$ cat src/rtl/stack_unit.sv
// Hardware stack controller in front of the 8-bit data memory: arbitrates the
// memory port between CPU load/store and CU PUSH/POP, and tracks sp and depth.
module stack_unit #(
  parameter logic [7:0]  STACK_TOP   = 8'hFF,
  parameter int unsigned STACK_DEPTH = 32
) (
  input  logic       clk,
  input  logic       rst_n,
  input  logic [1:0] op,
  input  logic [7:0] push_data,
  input  logic [7:0] cpu_addr,
  input  logic [7:0] cpu_wdata,
  input  logic       cpu_w,
  input  logic [7:0] mem_rdata,
  output logic [7:0] mem_addr,
  output logic [7:0] mem_wdata,
  output logic       mem_w,
  output logic [7:0] pop_data,
  output logic       pop_valid,
  output logic [7:0] sp,
  output logic [7:0] depth,
  output logic       full,
  output logic       empty,
  output logic       ovf,
  output logic       unf,
  output logic       prot,
  input  logic       err_clr
);

  typedef enum logic [1:0] {
    OP_NOP   = 2'b00,
    OP_PUSH  = 2'b01,
    OP_POP   = 2'b10,
    OP_CLEAR = 2'b11
  } stack_op_e;

  localparam logic [7:0] DEPTH_MAX = 8'(STACK_DEPTH);

  stack_op_e  cmd;
  logic       is_push;
  logic       is_pop;
  logic       push_ok;
  logic       pop_ok;
  logic       cpu_in_region;
  logic [7:0] sp_inc;
  logic [7:0] top_offset;
  logic       ovf_set;
  logic       unf_set;
  logic       prot_set;

  assign cmd     = stack_op_e'(op);
  assign is_push = (cmd == OP_PUSH);
  assign is_pop  = (cmd == OP_POP);

  assign full    = (depth == DEPTH_MAX);
  assign empty   = (depth == 8'd0);
  assign push_ok = is_push && !full;
  assign pop_ok  = is_pop && !empty;
  assign sp_inc  = sp + 8'd1;

  // Distance below STACK_TOP; addresses above the top wrap to a large offset,
  // which the legal parameter range guarantees is never below the depth.
  assign top_offset    = STACK_TOP - cpu_addr;
  assign cpu_in_region = (top_offset < DEPTH_MAX);

  assign ovf_set  = is_push && full;
  assign unf_set  = is_pop && empty;
  assign prot_set = cpu_w && !is_push && !is_pop && cpu_in_region;

  // NOTE: every output of this block gets a default first, so no path through
  // the case statement can leave a signal unassigned and infer a latch.
  always_comb begin
    mem_addr  = cpu_addr;
    mem_wdata = cpu_wdata;
    mem_w     = cpu_w && !cpu_in_region;
    unique case (cmd)
      OP_PUSH: begin
        if (push_ok) begin
          mem_addr  = sp;
          mem_wdata = push_data;
          mem_w     = 1'b1;
        end else begin
          // A stack command owns the cycle even when rejected: no CPU store.
          mem_w = 1'b0;
        end
      end
      OP_POP: begin
        mem_addr = sp_inc;
        mem_w    = 1'b0;
      end
      default: ;
    endcase
    if (!rst_n) begin
      mem_w = 1'b0;
    end
  end

  // NOTE: state registers use non-blocking assignments so every flop samples
  // the pre-edge values, independent of statement order.
  always_ff @(posedge clk) begin
    if (!rst_n) begin
      sp        <= STACK_TOP;
      depth     <= 8'd0;
      pop_data  <= 8'd0;
      pop_valid <= 1'b0;
      ovf       <= 1'b0;
      unf       <= 1'b0;
      prot      <= 1'b0;
    end else begin
      pop_valid <= 1'b0;
      unique case (cmd)
        OP_PUSH: begin
          if (push_ok) begin
            sp    <= sp - 8'd1;
            depth <= depth + 8'd1;
          end
        end
        OP_POP: begin
          if (pop_ok) begin
            pop_data  <= mem_rdata;
            pop_valid <= 1'b1;
            sp        <= sp_inc;
            depth     <= depth - 8'd1;
          end
        end
        OP_CLEAR: begin
          sp    <= STACK_TOP;
          depth <= 8'd0;
        end
        default: ;
      endcase
      // A new error in the same cycle as err_clr keeps its flag set.
      ovf  <= ovf_set  | (ovf  & ~err_clr);
      unf  <= unf_set  | (unf  & ~err_clr);
      prot <= prot_set | (prot & ~err_clr);
    end
  end

endmodule
$ cat config.mk
export PLATFORM = sky130hd
export DESIGN_NAME = stack_unit
export DESIGN_NICKNAME = d
export VERILOG_FILES = /design/src/rtl/stack_unit.sv
export SDC_FILE = /design/constraint.sdc
export NUM_CORES = 1
export LEC_CHECK = 0
export BUFFER_PORTS_ARGS = -buffer_cell sky130_fd_sc_hd__buf_2
export CAP_MARGIN = 30
export CORE_MARGIN = 1.5
export CORE_UTILIZATION = 51
export CTS_BUF_LIST = sky130_fd_sc_hd__clkbuf_8
export DETAILED_ROUTE_END_ITERATION = 16
export PLACE_DENSITY = 0.95
export SKIP_CTS_REPAIR_TIMING = 1
export SLEW_MARGIN = 20
export SYNTH_ARGS = -nofsm -noshare
export SYNTH_HDL_FRONTEND = slang
export SYNTH_SLANG_ARGS = --single-unit
$ cat constraint.sdc
create_clock -name clk -period 3.6 [get_ports clk]
set_clock_uncertainty 0.2 [all_clocks]
set_input_delay 0.18 -clock clk [delete_from_list [all_inputs] [get_ports clk]]
set_output_delay 0.18 -clock clk [all_outputs]
set_load 0.02 [all_outputs]
==> metrics.md <==
| Metric | Value |
|---|---|
| CP Capture Type | `primary output` |
| Slew @ Worst Pin | `about 700 ps` |
| Switching Fraction | `around two fifths` |
| Critical path class | `reg2out` |
| XOR/XNOR Fraction of Synth Area | `4.72%` |
| Rows | `23` |
| Most common cell after layout, fill and taps aside | `buf_2` |
| I/O Buffers | `84` |
| Layout area overhead | `24.3%` |
| Logic gate share of total power | `roughly 43%` |
| Grt peak-use layer | `met2` |
| Max Freq | `354 MHz` |
| Asr flop ratio synth | `0%` |
| Setup crit start kind | `flop` |
| Hold Path Class | `in2reg` |
| CTS H-tree lvls | `1` |
| Setup_tns | `0 ps` |
| Simple-gate share of the synthesized area | `between 20% and 30%` |
| Starting Density | `54.5%` |
| Clock transition at path regs | `100 ps` |
| Largest family of logic cells by synthesized area | `compound AO/OA/AOI/OAI gates` |
| Mux contribution to synthesized area | `roughly 9.1%` |
| Syn Nets | `336` |
| Die height | `around 70 µm` |
| Clk sinks | `28` |
| HPWL reported at the end of detailed placement | `between 4000 and 5000 µm` |
| CTS tree | `done` |
| Min cycle time layout | `roughly 2800 ps` |
| Routed len/inst | `about 16 µm` |
| Pwr Total | `1.12 mW` |
| Post-synth top flop | `dfxtp_1` |
| Sequential fraction of the synthesis area | `between 20% and 30%` |
| Via count | `roughly 2,600` |
| Fin nets | `~410` |
| Final hold vios | `0` |
| Reg2Reg Depth | `6` |
| Synth area leader | `dfxtp_1` |
| Final worst-path cycle share | `78.6%` |
| Met1 track demand over resource | `31.6%` |
| Initial antenna violation count | `0` |
| Max cap viols | `0` |
| Hold wc startpoint | `rst_n` |
| Synth Area in Compound Gates | `26.1%` |
| Total gr overflow | `0` |
| Clk buf depth | `2` |
| WP data required | `approximately 3200 ps` |
| Core area | `4090 µm²` |
| Worst min-delay path endpoint | `sp[2]` |
| VDD IR-drop max | `about 0.25 mV` |
| PwrDens | `about 410 nW/µm²` |
| Clock network power share | `between 20 and 25%` |
| RSZ-0062 raised after global routing | `false` |
| Filler instances | `about 330` |
| Final ANT Viol Nets | `0` |
| First-pass GRT wire length | `10,000 µm` |
| Psw | `approximately 0.44 mW` |
| Worst flop-to-flop path startpoint | `depth[5]` |
| Mean Syn Cell Area | `between 7 and 8 µm²` |
| Iteration-0 DRC Markers | `~330` |
| Pleak | `1.31 nW` |
| Clk_lat worst skew | `approximately 280 ps` |
| Die width | `between 60 and 70 µm` |
| DIE AREA | `roughly 4800 µm²` |
| Pin count of the biggest net entering global routing | `22` |
| ANT cells | `0` |
| Grt met3 use | `2.49%` |
| Critical Path AT | `~2500 ps` |
| P_int | `just under 0.7 mW` |
| Root Buffer | `clkbuf_8` |
| Synth top area cells | `dfxtp_1, ha_1, o21ai_0` |
| DRC Markers | `0` |
| Yosys cell types | `between 50 and 60` |
| Outcome | `complete, no violations` |
| Yosys reg bits | `28` |
| Yosys warnings | `0` |
| Gp weighted congestion | `~0.86` |
| Final slew viol count | `0` |
| Worst hold stages | `2` |
| Post-synthesis adder-cell area fraction | `under 10%` |
| Layout cell share with drive strength beyond 1 | `slightly above 30%` |
| Final setup fails | `0` |
| Reg-to-Reg End | `depth[4]` |
| Vias per inst | `about 6.2` |
| Drt pass-1 iters | `5` |
| CTS Buf Count | `3` |
| Number of synthesized flops with an enable pin | `0` |
| IO Count | `between 80 and 90` |
| Post-synth top area share | `between 20% and 30%` |
| Most frequent cells in the layout | `buf_2, dfxtp_1, o21ai_0` |
| Mapped Area | `2230 µm²` |
| Synth Instances | `about 290` |
| Sequential power share | `between 30% and 40%` |
| Reg-to-reg slack, setup | `~1200 ps` |
| Met2 usage | `about 44%` |
| Global Route Usage Sum | `about 25%` |
| Crit-path max FO | `12` |
| Vias in the first global route | `2,254` |
| Seq. cell area | `between 500 and 600 µm²` |
| Routed WL | `6500 µm` |
| Area of the multi-input gates | `~1500 µm²` |
| Worst rel slew slack | `between 50% and 60%` |
-- per-layer routing --
layer,vias up,part of all wire (%)
li1,1196,-
met3,14,7.9
met2,148,49
met5,-,0
met1,1197,42
met4,0,1.6
-- sequential cells by signal, summed over array words and instances, names as in the netlist --
register   flops
sp             8
pop_valid      1
unf            1
depth          8
prot           1
ovf            1
pop_data       8
-- kinds of logic (layout without fill, tap and decap cells) --
| logic type | Yosys count | count (layout) |
|---|---|---|
| DFF | 28 | 28 |
| xor gates and xnor gates | 12 | 12 |
| buffers and inverters | 36 | 112 |
| and+or+nand+nor | 90 | 90 |
| AOI/OAI and AO/OA | 91 | 91 |
| muxes | 19 | 19 |
| adders and majority gates | 11 | 11 |
-- cells in the mapped netlist, types with 2 or more instances --
cell type / instances
nor2b_1: 6
dfxtp_1: 28
xnor2_1: 7
a22oi_1: 11
nor3b_1: 3
ha_1: 11
o2111ai_1: 2
inv_1: 12
mux2i_1: 9
and3_1: 5
o21a_1: 2
or4_1: 3
a31oi_1: 3
nand3_1: 14
o211ai_1: 4
nand2b_1: 2
nor3_1: 5
xor2_1: 5
buf_2: 3
nand2_1: 17
a21oi_1: 22
mux2_2: 10
a31o_2: 3
clkbuf_1: 16
o221ai_1: 2
or2_2: 2
nand4b_1: 2
o21ai_0: 27
nor2_1: 22
buf_6: 4
a32oi_1: 2
-- layout make-up --
type | count | area share [%]
multi-input combinational | 223 | 54.1
sequential | 28 | 20.3
timing repair buffer | 96 | 19.2
tap | 50 | 2.26
inverter | 12 | 1.63
clock buffer | 3 | 1.49
clock inverter | 1 | 1.09
-- metrics by stage --
stage                     area [µm²]  setup WS (ps)  hold slack [ps]  utilization, %  cells
after detailed placement        2620            669              218            64.0    401
after CTS                       2690            833            -74.0            65.7    405
after global routing            2770            656             19.2            67.7    413
final                           2770            772             18.2            67.7    413
after floorplan                 2230            892              124               -    287
after global placement          2620            770              209            64.0    401
-- how the worst max path moves through the flow --
stage                     slack, ps     start     endpoint
after CTS                       830  depth[4]  mem_addr[5]
final                           770  depth[4]  mem_addr[5]
after global routing            660  depth[0]  mem_addr[4]
after global placement          770     op[0]     depth[7]
after detailed placement        670     op[0]     depth[7]
after floorplan                 890     op[0]     depth[4]
-- worst max-delay path, stage by stage, from the launching register on --
cell and delay, ps:
dfxtp_1 420, nor3_1 490, and3_1 520, nor2b_1 240, a22oi_1 200, o21ai_0 110
buf_2 180
-- power by group through the flow --
stage	clock network (mW)	registers (mW)	logic [mW]
6_report	0.258	0.389	0.478
5_1_grt	0.271	0.395	0.515
4_1_cts	0.256	0.387	0.462
3_5_place_dp	0	0.394	0.458
3_3_place_gp	0	0.393	0.447
2_1_floorplan	0	0.402	0.324
(Power assumes the default switching activity.)
